$ cat config.mk
export PLATFORM = sky130hd
export DESIGN_NAME = m_matkey_scan_flat
export DESIGN_NICKNAME = d
export VERILOG_FILES = /design/src/rtl/m_matkey_scan_pkg.sv /design/src/rtl/m_matkey_scan_if.sv /design/src/rtl/m_matkey_scan_tick.sv /design/src/rtl/m_matkey_scan.sv /design/src/flat_wrapper.sv
export SDC_FILE = /design/constraint.sdc
export NUM_CORES = 1
export LEC_CHECK = 0
export CORE_MARGIN = 5
export CORE_UTILIZATION = 30
export CTS_CLUSTER_SIZE = 30
export DETAILED_ROUTE_END_ITERATION = 12
export GPL_ROUTABILITY_DRIVEN = 0
export SLEW_MARGIN = 20
export SYNTH_ARGS = -nofsm -noshare
export SYNTH_HDL_FRONTEND = slang
export SYNTH_HIERARCHICAL = 1
export SYNTH_SLANG_ARGS = --single-unit
$ cat constraint.sdc
create_clock -name clk -period 5.2 [get_ports clk]
set_clock_uncertainty 0.2 [all_clocks]
set_input_delay 1.04 -clock clk [delete_from_list [all_inputs] [get_ports clk]]
set_output_delay 1.04 -clock clk [all_outputs]
set_load 0.03 [all_outputs]
$ cat src/rtl/m_matkey_scan_pkg.sv
// Shared constants, types and helpers for the matrix keypad scanner.
// Any block that consumes key codes or row drive patterns can import this package.
package m_matkey_pkg;

  localparam int KEY_ROWS   = 4;
  localparam int KEY_COLS   = 4;
  localparam int KEY_CODE_W = 4;

  localparam logic [KEY_ROWS-1:0] ROW_IDLE   = 4'b1111;
  localparam logic [KEY_ROWS-1:0] ROW0_DRIVE = 4'b1110;

  typedef enum logic [1:0] {
    ROW0 = 2'd0,
    ROW1 = 2'd1,
    ROW2 = 2'd2,
    ROW3 = 2'd3
  } row_state_t;

  typedef struct packed {
    logic                  hit;
    logic [KEY_CODE_W-1:0] code;
  } scan_res_t;

  // Column 0 has the highest priority, so a lower code always wins.
  function automatic logic [1:0] lowest_col(input logic [KEY_COLS-1:0] col);
    if (col[0])      return 2'd0;
    else if (col[1]) return 2'd1;
    else if (col[2]) return 2'd2;
    return 2'd3;
  endfunction

endpackage

$ cat src/rtl/m_matkey_scan_if.sv
// Keypad pin and key-event bundle. The slave side is the scanner;
// the master side is the keypad and display logic.
interface m_matkey_scan_if;
  import m_matkey_pkg::*;

  logic [KEY_ROWS-1:0]   key_row;
  logic [KEY_COLS-1:0]   key_col;
  logic [KEY_CODE_W-1:0] key_code;
  logic                  pushed;
  logic                  key_valid;

  modport slave  (output key_row, key_code, pushed, key_valid, input  key_col);
  modport master (input  key_row, key_code, pushed, key_valid, output key_col);
endinterface

$ cat src/rtl/m_matkey_scan_tick.sv
// Free-running divider that emits a one-cycle tick every SCAN_DIV+1 clocks.
// It is not tied to the keypad and can pace any scanned peripheral.
module m_scan_tick #(
  parameter int unsigned SCAN_DIV = 49999
) (
  input  logic clk,
  input  logic rst,
  output logic tick
);

  localparam logic [19:0] DIV = 20'(SCAN_DIV);

  logic [19:0] cnt;

  always_ff @(posedge clk) begin
    if (rst)             cnt <= '0;
    else if (cnt == DIV) cnt <= '0;
    else                 cnt <= cnt + 20'd1;
  end

  assign tick = (cnt == DIV);

endmodule

$ cat src/rtl/m_matkey_scan.sv
// 4x4 matrix keypad scanner: row drive, column synchronizer, frame priority
// encoder and frame-level debounce producing key_code / pushed / key_valid.
//
// state | meaning
// ROW0  | row 0 driven low, sampled on next tick
// ROW1  | row 1 driven low, sampled on next tick
// ROW2  | row 2 driven low, sampled on next tick
// ROW3  | row 3 driven low, its tick closes the frame
module m_matkey_scan
  import m_matkey_pkg::*;
#(
  parameter int unsigned SCAN_DIV = 49999,
  parameter int unsigned DEBOUNCE = 4
) (
  input  logic            clk,
  input  logic            rst,
  m_matkey_scan_if.slave  bus
);

  localparam logic [3:0] DEB = 4'(DEBOUNCE);

  logic                tick;
  logic [KEY_COLS-1:0] col_meta;
  logic [KEY_COLS-1:0] col_sync;
  logic [KEY_COLS-1:0] col_s;
  row_state_t          row;
  row_state_t          row_nxt;
  logic                frame_end;
  scan_res_t           sample;
  scan_res_t           acc;
  scan_res_t           frame_res;
  scan_res_t           cand;
  logic [3:0]          stab_cnt;
  logic [3:0]          stab_nxt;
  logic                same;
  logic                accept;

  m_scan_tick #(.SCAN_DIV(SCAN_DIV)) u_tick (
    .clk  (clk),
    .rst  (rst),
    .tick (tick)
  );

  always_ff @(posedge clk) begin
    if (rst) begin
      col_meta <= 4'b1111;
      col_sync <= 4'b1111;
    end else begin
      col_meta <= bus.key_col;
      col_sync <= col_meta;
    end
  end

  assign col_s = ~col_sync;

  always_ff @(posedge clk) begin
    if (rst) row <= ROW0;
    else     row <= row_nxt;
  end

  always_comb begin
    row_nxt = row;
    if (tick) begin
      case (row)
        ROW0:    row_nxt = ROW1;
        ROW1:    row_nxt = ROW2;
        ROW2:    row_nxt = ROW3;
        default: row_nxt = ROW0;
      endcase
    end
  end

  always_comb begin
    bus.key_row = ROW_IDLE;
    case (row)
      ROW0:    bus.key_row = ROW0_DRIVE;
      ROW1:    bus.key_row = 4'b1101;
      ROW2:    bus.key_row = 4'b1011;
      default: bus.key_row = 4'b0111;
    endcase
  end

  assign frame_end   = tick && (row == ROW3);
  assign sample.hit  = (col_s != '0);
  assign sample.code = sample.hit ? {2'(row), lowest_col(col_s)} : '0;
  // The first hit of the frame sticks; the row-3 sample only counts if nothing came earlier.
  assign frame_res   = acc.hit ? acc : sample;

  always_ff @(posedge clk) begin
    if (rst)                         acc <= '0;
    else if (frame_end)              acc <= '0;
    else if (tick && !acc.hit && sample.hit) acc <= sample;
  end

  always_comb begin
    same = (frame_res.hit == cand.hit) &&
           (!frame_res.hit || (frame_res.code == cand.code));
    if (same) stab_nxt = (stab_cnt >= DEB) ? DEB : 4'(stab_cnt + 4'd1);
    else      stab_nxt = 4'd1;
    // Fire only on the frame where the count reaches DEB, not while it sits saturated.
    accept = frame_end && (stab_nxt == DEB) && (!same || (stab_cnt != DEB));
  end

  always_ff @(posedge clk) begin
    if (rst) begin
      cand          <= '0;
      stab_cnt      <= '0;
      bus.key_code  <= '0;
      bus.pushed    <= 1'b0;
      bus.key_valid <= 1'b0;
    end else begin
      bus.key_valid <= 1'b0;
      if (frame_end) begin
        cand     <= frame_res;
        stab_cnt <= stab_nxt;
        if (accept) begin
          if (frame_res.hit) begin
            bus.key_code  <= frame_res.code;
            bus.pushed    <= 1'b1;
            bus.key_valid <= !bus.pushed || (bus.key_code != frame_res.code);
          end else begin
            bus.pushed    <= 1'b0;
          end
        end
      end
    end
  end

endmodule

$ cat src/flat_wrapper.sv
// flat-port wrapper written by rule: the top's interface ports become plain ports
module m_matkey_scan_flat import m_matkey_pkg::*;
#(
  parameter int unsigned SCAN_DIV = 49999,
  parameter int unsigned DEBOUNCE = 4
)
  (clk, rst, bus_key_row, bus_key_code, bus_pushed, bus_key_valid, bus_key_col);
  m_matkey_scan_if bus_i ();
  input  logic clk;
  input  logic rst;
  output wire logic [$bits(bus_i.key_row)-1:0] bus_key_row;
  output wire logic [$bits(bus_i.key_code)-1:0] bus_key_code;
  output wire logic [$bits(bus_i.pushed)-1:0] bus_pushed;
  output wire logic [$bits(bus_i.key_valid)-1:0] bus_key_valid;
  input wire logic [$bits(bus_i.key_col)-1:0] bus_key_col;
  assign bus_key_row = bus_i.key_row;
  assign bus_key_code = bus_i.key_code;
  assign bus_pushed = bus_i.pushed;
  assign bus_key_valid = bus_i.key_valid;
  assign bus_i.key_col = bus_key_col;
  m_matkey_scan #(.SCAN_DIV(SCAN_DIV), .DEBOUNCE(DEBOUNCE)) u_core (.clk(clk), .rst(rst), .bus(bus_i));
endmodule
==> results.txt, run 1 <==
----------------------------------------------------
[Logic synthesis]
  Yosys top cell by area ... sky130_fd_sc_hd__dfxtp_1
  Proportion of synthesized chip area in sequential cells ... 0.416
  Cell types occupying the most area after synthesis ... sky130_fd_sc_hd__dfxtp_1 42%, sky130_fd_sc_hd__xnor2_1 6.6%, sky130_fd_sc_hd__nor2_1 6.4%
  Combined area of all synthesized cells ... 0.00240 mm²
  Syn_nets ... 275
  Number of flops mapped to enable cells by yosys ... 0
  Post-synthesis sequential element count ... 50
  Share of Yosys cell area claimed by the top area cell type ... 0.416
  Yosys synthesis warning count ... 6
  FFs w/ async S/R, synth ... 0
  Netlist cell types ... 53
  Avg Cell Area, Syn ... 9.21 µm²
  Dominant register cell in the synthesized netlist ... sky130_fd_sc_hd__dfxtp_1
  Synthesized instance count ... 261

[Layout]
  Final core utilization ... 0.359
  Leading cell types in the layout, fill and taps excluded ... 50 x sky130_fd_sc_hd__dfxtp_1, 41 x sky130_fd_sc_hd__nor2_1, 18 x sky130_fd_sc_hd__nand2_1, 18 x sky130_fd_sc_hd__xnor2_1
  Diode count ... 0
  # nets final ... 292
  Relative area change from synthesis to final layout ... 15.9%
  Area of all placed cells without fillers ... 0.00279 mm²
  Share of cells above drive strength 1 ... 0.115
  Leading cell type in the layout, fill and taps excluded ... sky130_fd_sc_hd__dfxtp_1

[Power]
  Worst VDD drop ... 0.104 mV
  LEAKAGE ... 0.000922 µW
  Pwr Density ... 269 mW/mm²
  Fraction of power consumed by combinational cells ... 0.042
  Net switching power ... 145 µW
  Internal power of the cells ... 606 µW
  Switching share of power ... 0.193
  Clock network fraction of total power ... 0.437
  Sequential fraction of design power ... 0.521

[Setup path]
  Series of cell instances along the critical path ... or4_1, or4_4, nor3_1, and2_1, o31ai_1, nor2_1, and4_1, mux2_4
  Library cell contributing the largest single delay on the critical path ... sky130_fd_sc_hd__nor3_1
  Required @ worst endpoint ... 5.19 ns
  Kind of start point of the critical path ... flip-flop
  Worst R2R Path Depth ... 8
  Launching point of the worst reg2reg path ... u_core/u_tick/cnt[13]
  Internal reg-to-reg setup slack ... 1.33 ns
  Worst reg2reg endpoint ... u_core/bus.key_code[1]
  Largest fanout on the critical path ... 12
  Worst path arrival time ... just under 4 ns
  Timing startpoint of the critical path ... u_core/u_tick/cnt[13]
  Startpoint-to-endpoint class of the critical path ... flip-flop to flip-flop
  Critical Path Sink Type ... flip-flop
  Maximum single-stage delay on the critical path ... 0.63 ns

[Worst hold path]
  Worst min path class ... flip-flop to flip-flop
  Endpoint of the worst hold-timing path ... u_core/col_sync[1]
  Cell count of the worst hold path ... 1
  Launch instance of the worst min-delay path ... u_core/col_meta[1]

[Clock tree]
  CTS tree ... built
  Clock-pin slew on the worst setup and hold paths ... roughly 0.090 ns
  Clock latency at the later pin of the worst-skew pair ... 0.29 ns
  Number of hold-repair buffers added at the cts stage ... 0
  Count of H-tree levels built during CTS ... 2
  Clk sink count ... 50
  Library cell used as clock root buffer ... sky130_fd_sc_hd__clkbuf_8
  TritonCTS buffer count ... 5
  Post CTS Setup Buffer Count ... 0
  Post-cts resize count ... 0
  Largest buffer count on any clock path ... 2

[Timing]
  Slew Limit Fails ... 0
  Total negative setup slack ... 0 ns
  Actual transition at the worst max-transition pin ... 0.749 ns
  Final critical path time including I/O delays and setup ... 3.87 ns
  Fmax ... roughly 260 MHz
  Fin. Hold Viols ... 0
  Setup repair after global routing missed its margin ... false
  Final count of negative-setup-slack endpoints ... 0
  Remaining max-slew budget at the tightest pin ... 0.501
  Final period util ... 0.744

[Detailed routing]
  Number of vias after detailed routing ... approximately 1800
  Number of DRC violations after detailed routing ... 0
  Detailed Route Iter0 Violations ... 66
  Post-route antenna net violation count ... 0
  Detail-routed via count per cell ... 4.79
  Pre-Repair DR Iteration Count ... 4
  Final wirelength ... 4450 µm
  Wire length per cell ... around 12 µm

[Global routing]
  Number of antenna violations at the first check in global routing ... 0
  Aggregate global routing overflow ... 0
  Gr usage total ... 0.0929
  Wire length of the first global-routing pass ... around 7600 µm
  Maximum number of pins on one net before global-route repair ... 26
  Vias in the first global route ... 1700

[Placed design]
  IO Port Bufs ... 15
  Post-detailed-placement cell area ... ~0.0026 mm²
  Detailed placement HPWL ... 3190 µm

[Flow run]
  Maximum capacitance violations ... 0

[Die]
  Starting utilization of the core area ... 0.309
  Core footprint ... 0.00777 mm²
  Die height ... 99.5 µm
  Row count ... 32
  Die Outline Area ... about 0.01 mm²
  Chip Width ... roughly 100 µm
  Top-Level Pins ... 16

[Run status]
  Result of the run ... finished, final reports clean

----------------------------------------------------
routing by layer:
metal  track usage  part of all wire  wire length (µm)
met3        0.0245             0.039               174
met2         0.155              0.49              2160
met1         0.116              0.46              2060
met5             0                 0                 0
met4        0.0315             0.012                53
per-stage QoR:
step | power [µW] | setup WS [ns] | instances | hold slack [ns]
4_1_cts | 762 | 1.34 | 381 | 0.217
3_5_place_dp | 432 | 1.35 | 373 | 0.194
6_report | 750 | 1.33 | 381 | 0.215
5_1_grt | 779 | 1.17 | 381 | 0.232
2_1_floorplan | 422 | 2.00 | 261 | 0.189
3_3_place_gp | 432 | 1.46 | 373 | 0.193
area by class of cell:
| cell class | instances | area [µm²] |
|---|---|---|
| Tap cell | 102 | 128 |
| Inverter | 16 | 60.1 |
| Clock inverter | 2 | 60.1 |
| Clock buffer | 6 | 82.6 |
| Multi-Input combinational cell | 189 | 1300 |
| Fill cell | 818 | 4980 |
| Timing Repair Buffer | 16 | 158 |
| Sequential cell | 50 | 1000 |
synth_stat cells, drive strengths merged (2+ instances only):
master  number
dfxtp       50
nor2        41
xnor2       19
nand2       18
inv         15
a21oi        9
nand3        9
ha           8
mux2i        8
nand4        8
or2          8
nor3         7
nor2b        4
nor4         4
and2         3
and3         3
buf          3
clkbuf       3
o21ai        3
or3          3
or4          3
xor2         3
a211oi       2
and4         2
mux2         2
o31ai        2
critical path: cells and delay by family (launching register included):
family	cells	cell delay (ns)
multiplexers	1	0.32
AO/OA/AOI/OAI	1	0.17
flip-flops	1	0.36
AND/OR/NAND/NOR	6	2.72
worst max-delay path by stage:
stage | end | slack (ns) | cells after the start
after CTS | u_core/bus.key_code[1] | 1.34 | 8
after global placement | u_core/bus.key_code[3] | 1.46 | 8
after global routing | u_core/bus.key_code[3] | 1.17 | 8
after detailed placement | u_core/bus.key_code[3] | 1.35 | 8
after floorplan | u_core/bus.key_code[1] | 2.00 | 9
final | u_core/bus.key_code[1] | 1.33 | 8
power groups by stage:
stage                     clock (µW)  sequential [µW]  combinational [µW]
after floorplan                    0              399                22.5
after global placement             0              400                31.6
after detailed placement           0              400                31.5
after CTS                        339              391                31.6
after global routing             352              392                34.9
final                            328              391                31.3
state kept, by name, indices dropped and copies added, names as in the netlist:
signal and count:
u_core/bus.pushed 1, u_core/cand 5, u_core/row 2, u_core/u_tick/cnt 20
u_core/col_sync 4, u_core/stab_cnt 4, u_core/bus.key_valid 1, u_core/col_meta 4
u_core/acc 5, u_core/bus.key_code 4
kinds of logic after synthesis:
group,count (synthesis),synth area share
AO/OA/AOI/OAI,31,0.116
XOR/XNOR,22,0.0833
adder cells (fa/ha/maj),8,0.0416
buffers and inverters,22,0.0437
flip-flops,50,0.416
multiplexers,10,0.0458
AND/OR/NAND/NOR,118,0.254
No activity file was read; power rests on OpenSTA's default activity.
==> run 2: changes to the inputs <==
Clock period 5.2 ns to 3.6 ns, I/O delays scaled along.
==> results.txt, run 2 (same netlist as run 1, synthesis figures left out) <==
----------------------------------------------------
[Run status]
  Result of the run ... finished, final reports clean

[Timing]
  Slew Limit Fails ... 0
  Remaining max-slew budget at the tightest pin ... 0.506
  Fmax ... 325 MHz
  Final count of negative-setup-slack endpoints ... 0
  Setup repair after global routing missed its margin ... false
  Final critical path time including I/O delays and setup ... 3.07 ns
  Actual transition at the worst max-transition pin ... 0.741 ns
  Total negative setup slack ... 0 ns
  Final period util ... 0.854
  Fin. Hold Viols ... 0

[Layout]
  Diode count ... 0
  Largest register FFs ... 20
  # nets final ... 294
  Leading cell types in the layout, fill and taps excluded ... 50 x sky130_fd_sc_hd__dfxtp_1, 41 x sky130_fd_sc_hd__nor2_1, 18 x sky130_fd_sc_hd__nand2_1, 18 x sky130_fd_sc_hd__xnor2_1
  Share of cells above drive strength 1 ... 0.117
  Largest Register ... u_core/u_tick/cnt
  Leading cell type in the layout, fill and taps excluded ... sky130_fd_sc_hd__dfxtp_1
  Final core utilization ... 0.354
  Largest registers ... u_core/u_tick/cnt x20, u_core/acc x5, u_core/cand x5
  Area of all placed cells without fillers ... 0.00275 mm²
  Relative area change from synthesis to final layout ... 14.4%
  Fillcell total ... 828

[Global routing]
  Maximum number of pins on one net before global-route repair ... 20
  Vias in the first global route ... 1735
  Gr usage total ... 0.0976
  Number of antenna violations at the first check in global routing ... 0
  Wire length of the first global-routing pass ... around 7900 µm
  Aggregate global routing overflow ... 0

[Detailed routing]
  Post-route antenna net violation count ... 0
  Final wirelength ... 4590 µm
  Number of vias after detailed routing ... around 1800
  Pre-Repair DR Iteration Count ... 4
  Detail-routed via count per cell ... ~4.7
  Detailed Route Iter0 Violations ... 59
  Number of DRC violations after detailed routing ... 0
  Wire length per cell ... 12.0 µm

[Placed design]
  Detailed placement HPWL ... 3380 µm
  Post-detailed-placement cell area ... 0.00266 mm²
  IO Port Bufs ... 15

[Setup path]
  Kind of start point of the critical path ... flip-flop
  Critical Path Sink Type ... flip-flop
  Library cell contributing the largest single delay on the critical path ... sky130_fd_sc_hd__or4_4
  Worst path arrival time ... roughly 3 ns
  Startpoint-to-endpoint class of the critical path ... flip-flop to flip-flop
  Required @ worst endpoint ... 3.60 ns
  Buffer and inverter count on the worst path ... 0
  Largest fanout on the critical path ... 5
  Maximum single-stage delay on the critical path ... 0.55 ns
  Series of cell instances along the critical path ... or4_1, or4_4, nor3_1, and2_1, o31ai_1, nor2_1, and4_1, mux2_4
  Largest delay share family, worst path ... simple AND/OR/NAND/NOR gates

[Die]
  Row count ... 32
  Starting utilization of the core area ... 0.309
  Chip Width ... 99.5 µm
  Core footprint ... 0.00777 mm²
  Die Outline Area ... 0.00990 mm²
  Top-Level Pins ... 16
  Die height ... between 90 and 100 µm

[Power]
  Worst VDD drop ... 0.134 mV
  Pwr Density ... 344 mW/mm²
  LEAKAGE ... roughly 0.0009 µW

[Clock tree]
  Clock-pin slew on the worst setup and hold paths ... 0.09 ns
  CTS tree ... built
  Post-cts resize count ... 0
  Clock latency at the later pin of the worst-skew pair ... roughly 0.31 ns
  Count of H-tree levels built during CTS ... 2
  Library cell used as clock root buffer ... sky130_fd_sc_hd__clkbuf_8
  Post CTS Setup Buffer Count ... 0
  Largest buffer count on any clock path ... 2
  Clk sink count ... 50
  TritonCTS buffer count ... 5
  Number of hold-repair buffers added at the cts stage ... 0

[Worst hold path]
  Worst min path class ... flip-flop to flip-flop

[Flow run]
  Maximum capacitance violations ... 0

----------------------------------------------------
run 2: worst paths after layout:
path	start	endpoint	slack [ns]	depth (start not counted)
setup / recovery	u_core/u_tick/cnt[13]	u_core/bus.key_code[1]	0.53	8
hold / removal	u_core/col_meta[2]	u_core/col_sync[2]	0.22	1
setup reg to reg	u_core/u_tick/cnt[13]	u_core/bus.key_code[1]	0.53	8
hold reg to reg	u_core/col_meta[2]	u_core/col_sync[2]	0.22	1
run 2: cell type report:
class                   count  area [µm²]  area share
multi-input cells         189        1300       0.472
flip-flops and latches     50        1000       0.364
repair buffers             18         173      0.0628
well taps                 102         128      0.0464
clock buffers               6        72.6      0.0264
inverters                  16        60.1      0.0218
clock inverters             2        17.5     0.00637
run 2: worst register-to-register path: cells and delay by family (launching register included):
kind            cells  cell delay (ns)
compound gates      1             0.09
flops               1             0.36
mux                 1             0.32
simple gates        6             2.01
run 2: routing by layer:
layer  vias to the layer above  global-route usage  wire (µm)
li1                        936                   -          -
met1                       838               0.119       2130
met2                        24               0.166       2230
met3                         5              0.0238        180
met4                         0              0.0368         57
met5                         -                   0          0
run 2: through the flow:
stage | power (µW) | hold WS, ns | instances | setup slack, ns
finish | 947 | 0.216 | 383 | 0.527
detailed placement | 624 | 0.193 | 375 | 0.514
global route | 989 | 0.239 | 383 | 0.322
floorplan | 609 | 0.189 | 261 | 0.403
global placement | 624 | 0.193 | 375 | 0.566
CTS | 959 | 0.218 | 383 | 0.507
run 2: power by group:
group          internal [µW]  switching [µW]  leakage (µW)  total [µW]
sequential               560            5.16      0.000405         565
clock                    141             195     0.0000458         336
combinational           19.2            26.4      0.000456        45.6
total                    720             227      0.000907         947
